### src/rtl/pipeline_acc.sv
// Frame accumulator: sums 2^LOG2_N accepted samples, then holds the sum and its average
// until the downstream handshake.
module pipeline_acc #(
    parameter int unsigned LOG2_N = 2
) (
    input  logic                clk,
    input  logic                rst,
    input  logic [11:0]         in_data,
    input  logic                in_valid,
    output logic                in_ready,
    input  logic                clr,
    output logic [12+LOG2_N-1:0] out_sum,
    output logic [11:0]         out_avg,
    output logic                out_valid,
    input  logic                out_ready,
    output logic [7:0]          frame_cnt
);

    localparam int unsigned SW = 12 + LOG2_N;

    typedef enum logic [0:0] {StAccum, StHold} state_e;

    state_e          state_q, state_d;
    logic [SW-1:0]   acc_q, acc_d;
    logic [SW-1:0]   sum_q, sum_d;
    logic [SW-1:0]   acc_next;
    logic [LOG2_N-1:0] cnt_q, cnt_d;
    logic            valid_q, valid_d;
    logic [7:0]      fcnt_q, fcnt_d;
    logic            accept;
    logic            last;

    assign in_ready = (state_q == StAccum) && !clr;
    assign accept   = in_valid && in_ready;
    assign acc_next = acc_q + SW'(in_data);
    // cnt counts 0..N-1, so all-ones marks the final sample of the frame
    assign last     = &cnt_q;

    always_comb begin
        state_d = state_q;
        acc_d   = acc_q;
        sum_d   = sum_q;
        cnt_d   = cnt_q;
        valid_d = valid_q;
        fcnt_d  = fcnt_q;
        case (state_q)
            StAccum: begin
                if (clr) begin
                    acc_d = '0;
                    cnt_d = '0;
                end else if (accept) begin
                    if (last) begin
                        sum_d   = acc_next;
                        valid_d = 1'b1;
                        acc_d   = '0;
                        cnt_d   = '0;
                        state_d = StHold;
                    end else begin
                        acc_d = acc_next;
                        cnt_d = cnt_q + 1'b1;
                    end
                end
            end
            StHold: begin
                if (valid_q && out_ready) begin
                    valid_d = 1'b0;
                    fcnt_d  = fcnt_q + 8'd1;
                    state_d = StAccum;
                end
            end
            default: state_d = StAccum;
        endcase
    end

    always_ff @(posedge clk or posedge rst) begin
        if (rst) begin
            state_q <= StAccum;
            acc_q   <= '0;
            sum_q   <= '0;
            cnt_q   <= '0;
            valid_q <= 1'b0;
            fcnt_q  <= '0;
        end else begin
            state_q <= state_d;
            acc_q   <= acc_d;
            sum_q   <= sum_d;
            cnt_q   <= cnt_d;
            valid_q <= valid_d;
            fcnt_q  <= fcnt_d;
        end
    end

    assign out_sum   = sum_q;
    assign out_avg   = sum_q[SW-1:LOG2_N];
    assign out_valid = valid_q;
    assign frame_cnt = fcnt_q;

endmodule

### config.mk
export PLATFORM = sky130hd
export DESIGN_NAME = pipeline_acc
export DESIGN_NICKNAME = d
export VERILOG_FILES = /design/src/rtl/pipeline_acc.sv
export SDC_FILE = /design/constraint.sdc
export NUM_CORES = 1
export LEC_CHECK = 0
export BUFFER_PORTS_ARGS = -buffer_cell sky130_fd_sc_hd__buf_2
export CAP_MARGIN = 20
export CORE_UTILIZATION = 25
export CTS_BUF_LIST = sky130_fd_sc_hd__clkbuf_16
export CTS_CLUSTER_SIZE = 8
export DETAILED_ROUTE_END_ITERATION = 16
export PLACE_DENSITY = 0.47
export SLEW_MARGIN = 10
export SYNTH_ARGS = -nofsm -noshare
export SYNTH_HDL_FRONTEND = slang
export SYNTH_SLANG_ARGS = --single-unit
export TNS_END_PERCENT = 50
### constraint.sdc
create_clock -name clk -period 2.36 [get_ports clk]
set_input_delay 0.236 -clock clk [delete_from_list [all_inputs] [get_ports clk]]
set_output_delay 0.236 -clock clk [all_outputs]
set_load 0.03 [all_outputs]
==> impl_results.md <==
- Post-synthesis cell count: 224
- Clk sink count: 40
- I/O Pins: 53
- CTS tree: yes
- First-pass GRT wire length: between 8000 and 9000 um
- Worst EP arrival: around 2.3 ns
- Die Wd: 96.0 um
- Initial antenna violation count: 0
- Diodes inserted: 0
- Die area: between 9000 and 10000 sq um
- Fin util: 0.321
- RR Startpoint: acc_q[0]
- Final Worst Setup Slack: approximately 0.22 ns
- Tcrit/Tclk final: 0.906
- Post-CTS Hold Buffers: 0
- Worst Hold Class: primary input to async pin
- Max VDD drop: a little over 0.0004 V
- Outcome: finished, final reports clean
- Pre-CTS WS: 0.226 ns
- 1st-iter DRT viols: approximately 50
- Synth warn: 0
- CTS clock-pin slew for the worst setup and hold paths: approximately 0.06 ns
- Rel. slew slack: 0.643
- DP HPWL: ~3600 um
- Syn Area/Cell: 9.86 sq um
- Min Clock Period, post-route: approximately 2.1 ns
- RSZ-0062 raised after global routing: false
- # resized after CTS: 0
- Top_reg_cell synth: dfrtp_1
- Tot Pwr: around 3.6 mW
- Fmax achieved: 467 MHz
- Gr usage total: 0.117
- Highest net fanout along the worst path: 3
- Number of global-route vias before repair: roughly 1600
- Largest net degree at the start of global routing: 41
- Number of H-tree levels: 2
- CP Class: register to register
- TritonCTS Buffers: 5
- Routed WL: slightly below 5000 um
- Fillers: 896
- Detailed-route DRC error count: 0
- Mapped cell area: between 2000 and 2500 sq um
- Final Hold Viols: 0
- Synth Net Count: between 200 and 300
- Final GP Congestion: just under 0.7
- Max-cap viol count: 0
- Number of enable flip-flop cells after synthesis: 0
- Routed wire length per instance: approximately 13 um
- Fin nets: just over 300
- Row count: 33
- Clock tree buffer depth: 2
- Worst EP required: approximately 2.5 ns
- Layout cell share with drive strength beyond 1: 0.265
- Initial DRT Pass Iterations: 4
- Die Ht: 96.0 um
- Synth cell types: 39
- Post-CTS setup buffers: 0
- Fin Setup TNS: 0 ns
- Vias/cell: ~4.5
- Via count: 1706
- Detail Route Antenna Nets: 0
- Sequential cell area fraction in the yosys report: 0.453
- Reg2reg path depth: 8
- Slew Viols, Final: 0
- Placeable core area: about 8400 sq um
- Leakage power figure: between 1 and 1.5 nW
- Post-synth ARST share: 1.00
- CP endpoint kind: register
- Flop-to-flop setup slack: between 0.2 and 0.25 ns
- P&R area growth vs syn: 21.9%
- Clk root buf: clkbuf_16
- # setup viols final: 0
- Reg-to-reg endpoint: out_sum[10]
- PortBufs: 52
- Starting Density: 0.264
- Overflow after GRT: 0
- Startpoint types: register
- Worst-Skew Late Latency: 0.28 ns
- Flop and latch count out of synthesis: 40
- Worst-margin pin slew: between 0.5 and 0.6 ns
- PwrDens: between 1000 and 1500 nW/um^2
- Setup clock skew after layout: 0.00363 ns
==> per-stage QoR <==
step	hold WS, ns	std cells	cell area, sq um
2_1_floorplan	0.419	224	2210
3_3_place_gp	0.403	369	2520
3_5_place_dp	0.408	369	2520
4_1_cts	0.106	377	2690
5_1_grt	0.144	377	2690
6_report	0.0812	377	2690
==> cells in the mapped netlist (2+ instances only) <==
cell,instances,area share
inv_1,4,0.0068
and3_1,4,0.011
mux2i_1,2,0.0091
a22o_1,12,0.048
nor2b_1,2,0.0057
nand4_1,3,0.0085
nor3b_1,2,0.0068
buf_4,12,0.041
o21ai_0,10,0.023
dfrtp_1,40,0.45
ha_1,14,0.079
a21o_1,3,0.010
nor2_1,15,0.025
xor2_1,4,0.016
xnor2_1,12,0.048
or3_1,2,0.0057
o21bai_1,2,0.0068
a21oi_1,9,0.020
nand2_1,42,0.071
o31ai_1,2,0.0068
buf_2,4,0.0091
mux2_2,3,0.015
o21a_1,2,0.0068
nand3_1,4,0.0091
==> cell families after synthesis <==
family                   Yosys count  synth area share
adder cells (fa/ha/maj)           15            0.0883
AO/OA/AOI/OAI                     50             0.160
AND/OR/NAND/NOR                   77             0.153
flip-flops                        40             0.453
buffers and inverters             21            0.0583
multiplexers                       5            0.0243
XOR/XNOR                          16            0.0634
==> power by group <==
| group | leakage (nW) | switching (mW) | internal, mW | total, mW |
|---|---|---|---|---|
| sequential | 0.541 | 0.178 | 0.920 | 1.10 |
| combinational | 0.799 | 1.09 | 0.619 | 1.71 |
| clock | 0.0798 | 0.279 | 0.497 | 0.776 |
| total | 1.42 | 1.55 | 2.04 | 3.59 |
==> sequential cells by signal, indices dropped and copies added, names as in the netlist <==
register / flops
state_q: 1
out_sum: 14
out_valid: 1
cnt_q: 2
acc_q: 14
frame_cnt: 8
==> metal layers <==
layer | vias up | track usage | wire (um)
met1 | 800 | 0.162 | 2520
met4 | 0 | 0.0373 | 44
met3 | 4 | 0.0269 | 212
li1 | 859 | - | -
met5 | - | 0 | 0
met2 | 43 | 0.181 | 2180
==> worst max-delay path by stage <==
| stage | startpoint | end | slack, ns | cells after the start |
|---|---|---|---|---|
| after floorplan | acc_q[0] | out_sum[10] | 0.37 | 8 |
| after detailed placement | acc_q[0] | out_sum[10] | 0.23 | 8 |
| final | acc_q[0] | out_sum[10] | 0.22 | 8 |
| after CTS | acc_q[0] | out_sum[10] | 0.19 | 8 |
| after global placement | acc_q[0] | out_sum[10] | 0.26 | 8 |
| after global routing | acc_q[0] | out_sum[10] | 0.05 | 8 |
==> layout make-up <==
type	instances	area (sq um)	area share
tap	105	131	0.0488
timing repair buffer	57	298	0.111
multi-input combinational	163	1080	0.401
inverter	4	15.0	0.00558
sequential	40	1000	0.372
clock inverter	3	42.5	0.0158
clock buffer	5	125	0.0465
==> cells in the final DEF, fill, tap and decap left out, drive strengths merged, types with 2 or more instances in the layout <==
cell type | synthesis | routed
buf | 16 | 57
nand2 | 42 | 42
dfrtp | 40 | 40
nor2 | 15 | 15
ha | 14 | 14
a22o | 12 | 12
xnor2 | 12 | 12
o21ai | 12 | 12
a21oi | 10 | 10
clkbuf | 1 | 5
xor2 | 4 | 4
nand3 | 4 | 4
and3 | 4 | 4
inv | 4 | 4
nand4 | 3 | 3
a21o | 3 | 3
mux2 | 3 | 3
o21bai | 2 | 2
nor2b | 2 | 2
nor3b | 2 | 2
o21a | 2 | 2
or3 | 2 | 2
mux2i | 2 | 2
o31ai | 2 | 2
o22ai | 2 | 2
==> worst max-delay path, cell delays in order, from the launching register on <==
cell,delay (ns)
dfrtp_1,0.37
ha_1,0.21
fa_1,0.43
a21oi_2,0.19
o21ai_2,0.10
o22ai_2,0.17
o21ai_0,0.14
xnor2_1,0.16
mux2_2,0.26
No activity file was read; power rests on OpenSTA's default activity.
